===== src/rtl/conv_pkg.sv =====
`default_nettype none
// +----------------------------------------------------------------------------+
// | Module : conv_pkg                                                          |
// | Brief  : Shared helpers for the CNN datapath (adder tree, pooling, act.)   |
// | Rev    : 1.0  initial release                                              |
// +----------------------------------------------------------------------------+
package conv_pkg;

    // $clog2 that never returns less than 1, so single-level trees stay legal.
    function automatic int clog2_min1(input int n);
        return (n <= 2) ? 1 : $clog2(n);
    endfunction

    // Clamp a signed value into the range representable by a width-bit signed word.
    function automatic longint sat_trunc(input longint value, input int width);
        longint hi;
        longint lo;
        hi = (longint'(1) <<< (width - 1)) - longint'(1);
        lo = -(longint'(1) <<< (width - 1));
        if (value > hi) begin
            return hi;
        end
        if (value < lo) begin
            return lo;
        end
        return value;
    endfunction

endpackage : conv_pkg
`default_nettype wire


===== src/rtl/adder_tree_level.sv =====
`default_nettype none
// +----------------------------------------------------------------------------+
// | Module : adder_tree_level                                                  |
// | Brief  : One registered level of a signed binary adder tree                |
// | Rev    : 1.0  initial release                                              |
// +----------------------------------------------------------------------------+
module adder_tree_level
    import conv_pkg::*;
#(
    parameter int N_NODES = 3,
    parameter int IN_W    = 19,
    parameter int N_OUT   = (N_NODES + 1) / 2
) (
    input  logic                      clk,
    input  logic                      rst_n,
    input  logic [N_NODES*IN_W-1:0]   in_nodes,
    output logic [N_OUT*(IN_W+1)-1:0] out_nodes
);

    genvar j;
    generate
        for (j = 0; j < N_NODES / 2; j++) begin : g_pair
            logic [IN_W-1:0] a;
            logic [IN_W-1:0] b;
            logic [IN_W:0]   node_q;

            assign a = in_nodes[(2*j)*IN_W   +: IN_W];
            assign b = in_nodes[(2*j+1)*IN_W +: IN_W];

            always_ff @(posedge clk) begin
                if (!rst_n) begin
                    node_q <= '0;
                end else begin
                    node_q <= {a[IN_W-1], a} + {b[IN_W-1], b};
                end
            end

            assign out_nodes[j*(IN_W+1) +: IN_W+1] = node_q;
        end

        if ((N_NODES % 2) != 0) begin : g_odd
            logic [IN_W-1:0] a;
            logic [IN_W:0]   node_q;

            assign a = in_nodes[(N_NODES-1)*IN_W +: IN_W];

            // Leftover node keeps pace with its siblings: registered and widened.
            always_ff @(posedge clk) begin
                if (!rst_n) begin
                    node_q <= '0;
                end else begin
                    node_q <= {a[IN_W-1], a};
                end
            end

            assign out_nodes[(N_OUT-1)*(IN_W+1) +: IN_W+1] = node_q;
        end
    endgenerate

endmodule : adder_tree_level
`default_nettype wire


===== src/rtl/conv_adder_tree.sv =====
`default_nettype none
// +----------------------------------------------------------------------------+
// | Module : conv_adder_tree                                                   |
// | Brief  : Pipelined signed adder tree with multi-beat accumulation.         |
// |          Define CONV_ADDER_TREE_SAT_EN to saturate the result to OUT_W.    |
// | Rev    : 1.0  initial release                                              |
// +----------------------------------------------------------------------------+
module conv_adder_tree
    import conv_pkg::*;
#(
    parameter int NUM_IN  = 3,
    parameter int IN_W    = 19,
    parameter int ACC_EXT = 4,
    parameter int OUT_W   = 21
) (
    input  logic                     clk,
    input  logic                     rst_n,
    input  logic [NUM_IN*IN_W-1:0]   in_data,
    input  logic                     in_valid,
    input  logic                     in_last,
    output logic signed [OUT_W-1:0]  out_data,
    output logic                     out_valid,
    output logic                     out_sat
);

    localparam int LVL   = clog2_min1(NUM_IN);
    localparam int SUM_W = IN_W + LVL;
    localparam int ACC_W = SUM_W + ACC_EXT;

    genvar k;
    generate
        for (k = 0; k < LVL; k++) begin : g_lvl
            localparam int NI = (NUM_IN + (1 << k) - 1) >> k;
            localparam int NO = (NI + 1) / 2;
            localparam int WI = IN_W + k;

            logic [NO*(WI+1)-1:0] lvl_out;

            if (k == 0) begin : g_first
                adder_tree_level #(
                    .N_NODES (NI),
                    .IN_W    (WI)
                ) u_level (
                    .clk       (clk),
                    .rst_n     (rst_n),
                    .in_nodes  (in_data),
                    .out_nodes (lvl_out)
                );
            end else begin : g_next
                adder_tree_level #(
                    .N_NODES (NI),
                    .IN_W    (WI)
                ) u_level (
                    .clk       (clk),
                    .rst_n     (rst_n),
                    .in_nodes  (g_lvl[k-1].lvl_out),
                    .out_nodes (lvl_out)
                );
            end
        end
    endgenerate

    logic [SUM_W-1:0] tree_sum;
    logic [ACC_W-1:0] sum_ext;
    assign tree_sum = g_lvl[LVL-1].lvl_out;
    assign sum_ext  = {{ACC_EXT{tree_sum[SUM_W-1]}}, tree_sum};

    // valid/last shadow the tree so they emerge together with its sum
    logic [LVL-1:0] vld_pipe;
    logic [LVL-1:0] last_pipe;

    always_ff @(posedge clk) begin
        if (!rst_n) begin
            vld_pipe  <= '0;
            last_pipe <= '0;
        end else begin
            for (int i = LVL - 1; i > 0; i--) begin
                vld_pipe[i]  <= vld_pipe[i-1];
                last_pipe[i] <= last_pipe[i-1];
            end
            vld_pipe[0]  <= in_valid;
            last_pipe[0] <= in_valid & in_last;
        end
    end

    logic tree_vld;
    logic tree_last;
    assign tree_vld  = vld_pipe[LVL-1];
    assign tree_last = last_pipe[LVL-1];

    logic signed [ACC_W-1:0] acc;
    logic                    first;
    logic                    acc_done;

    always_ff @(posedge clk) begin
        if (!rst_n) begin
            acc      <= '0;
            first    <= 1'b1;
            acc_done <= 1'b0;
        end else begin
            acc_done <= tree_vld & tree_last;
            if (tree_vld) begin
                acc   <= (first ? '0 : acc) + sum_ext;
                first <= tree_last;
            end else if (acc_done) begin
                acc <= '0;
            end
        end
    end

    logic [OUT_W-1:0] result;

`ifdef CONV_ADDER_TREE_SAT_EN
    longint acc_l;
    longint sat_l;
    logic   sat_hit;

    assign acc_l   = longint'(acc);
    assign sat_l   = sat_trunc(acc_l, OUT_W);
    assign sat_hit = (sat_l != acc_l);
    assign result  = OUT_W'(sat_l);

    always_ff @(posedge clk) begin
        if (!rst_n) begin
            out_sat <= 1'b0;
        end else begin
            out_sat <= acc_done & sat_hit;
        end
    end
`else
    assign result  = acc[OUT_W-1:0];
    assign out_sat = 1'b0;
`endif

    always_ff @(posedge clk) begin
        if (!rst_n) begin
            out_data  <= '0;
            out_valid <= 1'b0;
        end else begin
            out_valid <= acc_done;
            if (acc_done) begin
                out_data <= result;
            end
        end
    end

endmodule : conv_adder_tree
`default_nettype wire


===== config.mk =====
export PLATFORM = sky130hd
export DESIGN_NAME = conv_adder_tree
export DESIGN_NICKNAME = d
export VERILOG_FILES = /design/src/rtl/conv_pkg.sv /design/src/rtl/adder_tree_level.sv /design/src/rtl/conv_adder_tree.sv
export SDC_FILE = /design/constraint.sdc
export NUM_CORES = 1
export LEC_CHECK = 0
export ABC_AREA = 1
export CORE_UTILIZATION = 26
export CTS_BUF_LIST = sky130_fd_sc_hd__clkbuf_8
export CTS_CLUSTER_DIAMETER = 120
export DETAILED_ROUTE_END_ITERATION = 8
export HOLD_SLACK_MARGIN = 0.05
export PLACE_DENSITY = 0.41
export RECOVER_POWER = 25
export SYNTH_ARGS = -nofsm -noshare
export SYNTH_HDL_FRONTEND = slang
export SYNTH_SLANG_ARGS = --single-unit

===== constraint.sdc =====
create_clock -name clk -period 2.5 [get_ports clk]
set_input_delay 0.375 -clock clk [delete_from_list [all_inputs] [get_ports clk]]
set_output_delay 0.375 -clock clk [all_outputs]
set_load 0.02 [all_outputs]

==> results of run 1 <==
==> flip-flops by register name, indices dropped and copies added, names as in the netlist <==
signal                               flops
acc                                     21
g_lvl.g_next.u_level.out_nodes          21
out_data                                21
g_lvl.g_first.u_level.g_pair.node_q     20
g_lvl.g_first.u_level.g_odd.node_q      19
last_pipe                                2
vld_pipe                                 2
acc_done                                 1
first                                    1
out_valid                                1
==> cells in the final DEF (no fill, tap or decap), drive strengths merged, types with 2 or more instances in the layout <==
master	n
nand3b	6
o21a	5
clkdlybuf4s50	81
nand2	280
nor3	11
a21o	5
fa	3
ha	59
nor2	109
dfxtp	109
clkbuf	13
o21bai	6
a21oi	125
buf	15
bufinv	3
or2	5
and2	2
a21boi	2
inv	146
nand3	61
o21ai	62
nor4	2
nand4	10
==> worst max-delay path, cell delays in order (launching register included) <==
cell	delay, ps
sky130_fd_sc_hd__dfxtp_2	400
sky130_fd_sc_hd__nor2_1	130
sky130_fd_sc_hd__ha_1	200
sky130_fd_sc_hd__inv_1	60
sky130_fd_sc_hd__fa_1	350
sky130_fd_sc_hd__inv_1	70
sky130_fd_sc_hd__nand3_1	60
sky130_fd_sc_hd__nand3_1	180
sky130_fd_sc_hd__nand2_1	80
sky130_fd_sc_hd__nand2_1	110
sky130_fd_sc_hd__nand2_1	100
sky130_fd_sc_hd__nand2_1	80
sky130_fd_sc_hd__nand2_1	50
sky130_fd_sc_hd__nand3_1	100
sky130_fd_sc_hd__a21oi_1	70
==> through the flow <==
stage          setup slack, ps  std cells  cell area (um2)
6_report                   304       1461             8360
4_1_cts                    168       1461             8360
3_3_place_gp               134       1445             8110
5_1_grt                   40.1       1461             8360
2_1_floorplan              248       1034             6850
3_5_place_dp               103       1445             8110
==> area by class of cell <==
class	count	area, um2
clock buffer	10	138
tap	335	419
clock inverter	6	115
inverter	145	544
multi-input combinational	757	4020
sequential	109	2180
fill	2885	17600
timing repair buffer	99	936
==> layer usage <==
metal  track usage [%]  routed length, um
met1              18.4               8930
met2              28.5               9960
met3              2.10                538
met4              3.87                214
met5                 0                  0
==> logic make-up (layout without fill, tap and decap cells) <==
logic type                 Yosys count  after routing  share of synthesized area [%]
and+or+nand+nor                    486            486                           30.4
AOI/OAI and AO/OA                  207            207                           16.5
buffers and inverters              168            260                           9.41
DFF                                109            109                           31.9
adders and majority gates           62             62                           11.7
other                                1              1                         0.0548
xor gates and xnor gates             1              1                          0.128
==> worst min-delay path by stage <==
stage	startpoint	to	slack (ps)	cells past startpoint
after floorplan	last_pipe[0]	last_pipe[1]	390	2
after global placement	last_pipe[0]	last_pipe[1]	400	2
after detailed placement	last_pipe[0]	last_pipe[1]	400	2
after CTS	last_pipe[0]	last_pipe[1]	430	2
after global routing	last_pipe[0]	last_pipe[1]	470	2
final	last_pipe[0]	last_pipe[1]	420	2
==> power by group <==
| part | internal (mW) | switching [mW] |
|---|---|---|
| Clock | 0.700 | 0.643 |
| Combinational | 0.382 | 0.581 |
| Sequential | 1.85 | 0.0544 |
==> tab_implementation.tex, run 1 <==
\begin{tabular}{lr}
\hline
Metric & Value \\
\hline
\multicolumn{2}{l}{\textbf{Run status}} \\
Result of the run & complete, but fails checks \\
Violations in the final reports & capacitance limit, slew limit \\
\multicolumn{2}{l}{\textbf{Synth}} \\
Post-synth cell types & 40 \\
Number of synthesized register bits & 109 \\
Top\_reg\_cell synth & sky130\_fd\_sc\_hd\_\_dfxtp\_1 \\
Commonest cells in the netlist & sky130\_fd\_sc\_hd\_\_nand2\_1 (265), sky130\_fd\_sc\_hd\_\_inv\_1 (140), sky130\_fd\_sc\_hd\_\_a21oi\_1 (118) \\
Most numerous cell in the Yosys netlist & sky130\_fd\_sc\_hd\_\_nand2\_1 \\
Synth warnings & 0 \\
Top cell type's share of synthesized area & 31.9\% \\
Netlist Area Pre-Place & 6850 um2 \\
Synthesized netlist net count & 1157 \\
Count of flip-flops with a built-in enable after synthesis & 0 \\
Number of instances in the synthesized netlist & 1034 \\
Avg Synthesized Cell Area & 6.62 um2 \\
Sequential-to-total area share from yosys stat & 31.9\% \\
Top post-synthesis cells by area & sky130\_fd\_sc\_hd\_\_dfxtp\_1 (32\%), sky130\_fd\_sc\_hd\_\_nand2\_1 (15\%), sky130\_fd\_sc\_hd\_\_ha\_1 (11\%) \\
Fraction of registers with async set or reset after synthesis & 0\% \\
Cell type with the largest total area after synthesis & sky130\_fd\_sc\_hd\_\_dfxtp\_1 \\
\multicolumn{2}{l}{\textbf{STA}} \\
Worst hold slack across all endpoints & 425 ps \\
Remaining max-slew budget at the tightest pin & -10.2\% \\
Unrepaired setup endpoints after global routing & no \\
Final critical-path share of the clock period & 87.8\% \\
Setup\_tns & 0 ps \\
Period minus WS final & 2200 ps \\
Max Transition Viols Final & 82 \\
Total count of hold-check failures in the final report & 0 \\
Worst slew pin tran & 1650 ps \\
Endpoints failing setup & 0 \\
Maximum clock frequency & 455 MHz \\
Worst Skew & 11.3 ps \\
\multicolumn{2}{l}{\textbf{Clock tree}} \\
CTS Hold Bufs & 0 \\
H-tree level count & 3 \\
Clock input transition at the sequential cells of the worst setup and hold paths & 110 ps \\
Worst-skew pair later-pin latency & 390 ps \\
Sink count of the clock tree & 109 \\
Max Buffers Root-to-Sink & 2 \\
Clock tree from TritonCTS & built \\
CTS Root Cell & sky130\_fd\_sc\_hd\_\_clkbuf\_8 \\
TritonCTS Buffers & 9 \\
Count of instances resized after the clock tree is built & 0 \\
Setup Buffers After CTS & 0 \\
\multicolumn{2}{l}{\textbf{Cells and area}} \\
Number of nets in the layout & 1244 \\
Synthesis-to-finish area growth & 22.0\% \\
Share of final-layout standard cells stronger than drive strength 1 & 7.28\% \\
Utilization after layout & 32.3\% \\
Diodes inserted & 0 \\
\multicolumn{2}{l}{\textbf{Worst setup path}} \\
Crit Path Class & reg2reg \\
Worst reg2reg endpoint & acc[14] \\
Arrival time of the worst setup path & 2440 ps \\
Critical Path Source Type & register \\
Internal reg-to-reg setup slack & 300 ps \\
FF-to-FF Start & first \\
Critical path endpoint & acc[14] \\
Required time at the worst-slack endpoint & 2740 ps \\
Cells on worst reg2reg path & 14 \\
Kind of end point of the critical path & register \\
Launching element of the worst setup path & first \\
Max Fanout on Critical Path & 7 \\
\multicolumn{2}{l}{\textbf{Power and ir drop}} \\
Worst ir drop on vdd & 330 uV \\
PwrDens & 504 nW/um2 \\
Tot Pwr & 4.21 mW \\
Static leakage & 4.04 nW \\
\multicolumn{2}{l}{\textbf{Detailed routing}} \\
Detail-routed via count per cell & 4.40 \\
Drt drc & 0 \\
Routed Antenna Nets & 0 \\
Total Wirelength & 19.6 mm \\
DRC marker count from the first detailed-route iteration & 284 \\
Via Count & 6434 \\
Mean routed wirelength per cell & 13.4 um \\
First-pass DRT Iterations & 4 \\
\multicolumn{2}{l}{\textbf{Floorplan}} \\
Count of pins on the block boundary & 84 \\
Die boundary width & 164 um \\
Placeable core area & 25900 um2 \\
Vert. Die Dim & 164 um \\
Total Die Area & 27000 um2 \\
Initial core utilization & 26.4\% \\
Number of standard-cell rows in the floorplan & 59 \\
\multicolumn{2}{l}{\textbf{Global route}} \\
Antenna violations before repair & 0 \\
Overall global routing resource usage & 15.4\% \\
Maximum number of pins on one net before global-route repair & 82 \\
First-pass GRT wire length & 32.1 mm \\
Vias in the first global route & 6392 \\
Overflow left after global routing & 0 \\
\multicolumn{2}{l}{\textbf{Placement}} \\
Total half-perimeter wirelength after legalization and detailed placement & 16.0 mm \\
Final Wtd Congestion & 0.827 \\
Count of port buffers added during placement & 82 \\
\multicolumn{2}{l}{\textbf{Run}} \\
Maximum Capacitance Violations & 1 \\
\multicolumn{2}{l}{\textbf{Hold path}} \\
Class of the tightest hold or removal check & reg2reg \\
\hline
\end{tabular}
Power figures use the tool's default switching activity.
==> run 2: changes to the inputs <==
==> constraint.sdc (replaced) <==
create_clock -name clk -period 2.2 [get_ports clk]
set_input_delay 0.33 -clock clk [delete_from_list [all_inputs] [get_ports clk]]
set_output_delay 0.33 -clock clk [all_outputs]
set_load 0.02 [all_outputs]
==> run 2 against run 1 <==
Against the previous run:
- the run now ends clean
- power is 9.5% higher
- via count rose by 3.3%
- sequential cell count is the same
- clock power down 7%
- sequential power grew 14%
- critical endpoint is now acc[20]
- sequential share of layout area is 1.2 points lower
- utilization up 1.5 points
- combinational power rose by 26%
- clock skew grew 1.2 ps
- register-to-register slack lost 160 ps
- critical path depth decreased by 1
==> tab_implementation.tex, run 2 (synthesis gave the netlist of run 1 again) <==
\begin{tabular}{lr}
\hline
Metric & Value \\
\hline
\multicolumn{2}{l}{\textbf{Worst setup path}} \\
Largest stage delay on the critical path & 360 ps (was 400 ps) \\
Most frequent CP cell & sky130\_fd\_sc\_hd\_\_nand2\_1 (unchanged) \\
FF-to-FF Start & first (unchanged) \\
Launching element of the worst setup path & first (unchanged) \\
Critical Path Source Type & register (unchanged) \\
Kind of end point of the critical path & register (unchanged) \\
Required time at the worst-slack endpoint & 2480 ps (was 2740 ps) \\
Cells on worst reg2reg path & 13 (was 14) \\
Arrival time of the worst setup path & 2340 ps (was 2440 ps) \\
Crit Path Class & reg2reg (unchanged) \\
Cell type of the slowest stage on the worst timing path & sky130\_fd\_sc\_hd\_\_dfxtp\_2 (unchanged) \\
Worst path cell trace & buf\_12 -> buf\_4 -> nor2\_1 -> ha\_1 -> nand2\_1 -> nor2\_1 -> nand2\_1 -> nor2\_1 -> nand2\_1 -> nand3\_1 -> nand2\_1 -> nand3\_1 -> a21oi\_1 (was nor2\_1 -> ha\_1 -> inv\_1 -> fa\_1 -> inv\_1 -> nand3\_1 -> nand3\_1 -> nand2\_1 -> nand2\_1 -> nand2\_1 -> nand2\_1 -> nand2\_1 -> nand3\_1 -> a21oi\_1) \\
Max Fanout on Critical Path & 15 (was 7) \\
\multicolumn{2}{l}{\textbf{Placement}} \\
Count of port buffers added during placement & 82 (unchanged) \\
Final Wtd Congestion & 0.835 (was 0.827) \\
Placed Instances & 1486 (was 1445) \\
Total half-perimeter wirelength after legalization and detailed placement & 16.2 mm (was 16.0 mm) \\
\multicolumn{2}{l}{\textbf{Power and ir drop}} \\
Proportion of power drawn by the clock network & 26.9\% (was 31.9\%) \\
Switching power of the nets & 1.55 mW (was 1.28 mW) \\
Static leakage & 4.28 nW (was 4.04 nW) \\
Worst ir drop on vdd & 245 uV (was 330 uV) \\
Switching fraction of total power & 33.6\% (was 30.4\%) \\
Power share of the combinational group & 26.2\% (was 22.9\%) \\
PwrDens & 527 nW/um2 (was 504 nW/um2) \\
Part of the power in registers & 46.9\% (was 45.2\%) \\
Internal power summed over all cells & 3.06 mW (was 2.93 mW) \\
\multicolumn{2}{l}{\textbf{Clock tree}} \\
Clock input transition at the sequential cells of the worst setup and hold paths & 120 ps (was 110 ps) \\
Sink count of the clock tree & 109 (unchanged) \\
H-tree level count & 3 (unchanged) \\
Worst-skew pair later-pin latency & 400 ps (was 390 ps) \\
CTS Hold Bufs & 0 (unchanged) \\
TritonCTS Buffers & 9 (unchanged) \\
CTS Root Cell & sky130\_fd\_sc\_hd\_\_clkbuf\_8 (unchanged) \\
Clock tree from TritonCTS & built (unchanged) \\
Max Buffers Root-to-Sink & 2 (unchanged) \\
\multicolumn{2}{l}{\textbf{Cells and area}} \\
Number of nets in the layout & 1290 (was 1244) \\
Leading cell types in the layout, fill and taps excluded & sky130\_fd\_sc\_hd\_\_nand2\_1 (261), sky130\_fd\_sc\_hd\_\_inv\_1 (141), sky130\_fd\_sc\_hd\_\_a21oi\_1 (115) (was sky130\_fd\_sc\_hd\_\_nand2\_1 (265), sky130\_fd\_sc\_hd\_\_inv\_1 (140), sky130\_fd\_sc\_hd\_\_a21oi\_1 (118)) \\
Diodes inserted & 0 (unchanged) \\
Final Non-Filler Cells & 1507 (was 1461) \\
Most common cell after layout, fill and taps aside & sky130\_fd\_sc\_hd\_\_nand2\_1 (unchanged) \\
Share of final-layout standard cells stronger than drive strength 1 & 12.1\% (was 7.28\%) \\
Synthesis-to-finish area growth & 27.7\% (was 22.0\%) \\
\multicolumn{2}{l}{\textbf{Hold path}} \\
Hold Path Cell Cnt & 3 (was 2) \\
Worst min-delay path startpoint & rst\_n (was last\_pipe[0]) \\
Class of the tightest hold or removal check & in2reg (was reg2reg) \\
\multicolumn{2}{l}{\textbf{Global route}} \\
Overflow left after global routing & 0 (unchanged) \\
Antenna violations before repair & 0 (unchanged) \\
Overall global routing resource usage & 15.6\% (was 15.4\%) \\
Maximum number of pins on one net before global-route repair & 64 (was 82) \\
Vias in the first global route & 6457 (was 6392) \\
First-pass GRT wire length & 32.3 mm (was 32.1 mm) \\
\multicolumn{2}{l}{\textbf{Detailed routing}} \\
Routed Antenna Nets & 0 (unchanged) \\
Drt drc & 0 (unchanged) \\
DRC marker count from the first detailed-route iteration & 185 (was 284) \\
Mean routed wirelength per cell & 13.3 um (was 13.4 um) \\
Via Count & 6648 (was 6434) \\
First-pass DRT Iterations & 4 (unchanged) \\
Total Wirelength & 20.0 mm (was 19.6 mm) \\
Detail-routed via count per cell & 4.41 (was 4.40) \\
\multicolumn{2}{l}{\textbf{Floorplan}} \\
Total Die Area & 27000 um2 (unchanged) \\
Count of pins on the block boundary & 84 (unchanged) \\
Die boundary width & 164 um (unchanged) \\
Initial core utilization & 26.4\% (unchanged) \\
Vert. Die Dim & 164 um (unchanged) \\
Placeable core area & 25900 um2 (unchanged) \\
Number of standard-cell rows in the floorplan & 59 (unchanged) \\
\multicolumn{2}{l}{\textbf{STA}} \\
Period minus WS final & 2060 ps (was 2200 ps) \\
Worst hold slack across all endpoints & 324 ps (was 425 ps) \\
Endpoints failing setup & 0 (unchanged) \\
Maximum clock frequency & 486 MHz (was 455 MHz) \\
Worst slew pin tran & 502 ps (was 1650 ps) \\
Unrepaired setup endpoints after global routing & yes (was no) \\
Setup\_tns & 0 ps (unchanged) \\
Max Transition Viols Final & 0 (was 82) \\
Remaining max-slew budget at the tightest pin & 66.5\% (was -10.2\%) \\
Final critical-path share of the clock period & 93.4\% (was 87.8\%) \\
Worst Skew & 12.5 ps (was 11.3 ps) \\
Total count of hold-check failures in the final report & 0 (unchanged) \\
\multicolumn{2}{l}{\textbf{Run status}} \\
Result of the run & finished clean (was complete, but fails checks) \\
\multicolumn{2}{l}{\textbf{Run}} \\
Maximum Capacitance Violations & 0 (was 1) \\
\hline
\end{tabular}
[run 2: worst max-delay path, delay by kind of cell (launching register included)]
kind	cells	cell delay [ps]
AO/OA/AOI/OAI	1	60
buffers and inverters	2	300
adder cells (fa/ha/maj)	1	360
flip-flops	1	360
AND/OR/NAND/NOR	9	860
[run 2: per-layer routing]
metal | share of wire [%] | up-vias | global-route usage, %
li1 | - | 3609 | -
met1 | 47 | 2922 | 18.7
met2 | 50 | 96 | 28.5
met3 | 1.7 | 21 | 1.44
met4 | 2.2 | 0 | 5.47
met5 | 0 | - | 0
[run 2: through the flow]
step / utilization, % / area [um2] / setup WS [ps] / total power, mW
2_1_floorplan: - / 6850 / 46.1 / 2.92
3_3_place_gp: 32.6 / 8440 / 31.9 / 3.40
3_5_place_dp: 32.6 / 8440 / 7.42 / 3.40
4_1_cts: 33.3 / 8640 / 39.7 / 4.67
5_1_grt: 33.8 / 8750 / -2.06 / 4.90
6_report: 33.8 / 8750 / 144 / 4.61
[run 2: power groups by stage]
stage                     Combinational (mW)  Sequential [mW]  Clock, mW
final                                   1.21             2.16       1.24
after global routing                    1.37             2.18       1.36
after CTS                               1.20             2.16       1.31
after detailed placement                1.19             2.21          0
after global placement                  1.20             2.21          0
after floorplan                        0.738             2.18          0
[run 2: layout make-up]
type	count	area (um2)
multi-input combinational	757	4090
inverter	145	544
clock buffer	9	124
timing repair buffer	145	1310
tap	335	419
fill	2902	17200
clock inverter	7	71.3
sequential	109	2180
[run 2: path summary, 6_finish.rpt]
kind | to | slack, ps
setup / recovery | acc[20] | 140
hold / removal | out_valid | 320
setup reg to reg | acc[20] | 140
hold reg to reg | vld_pipe[1] | 430
[run 2: repair_timing]
item | in CTS | in global routing
setup buffers | 0 | 5
gates resized for setup | 0 | 17
setup endpoints to repair | 0 | 11
endpoints found under the hold margin | 0 | 0
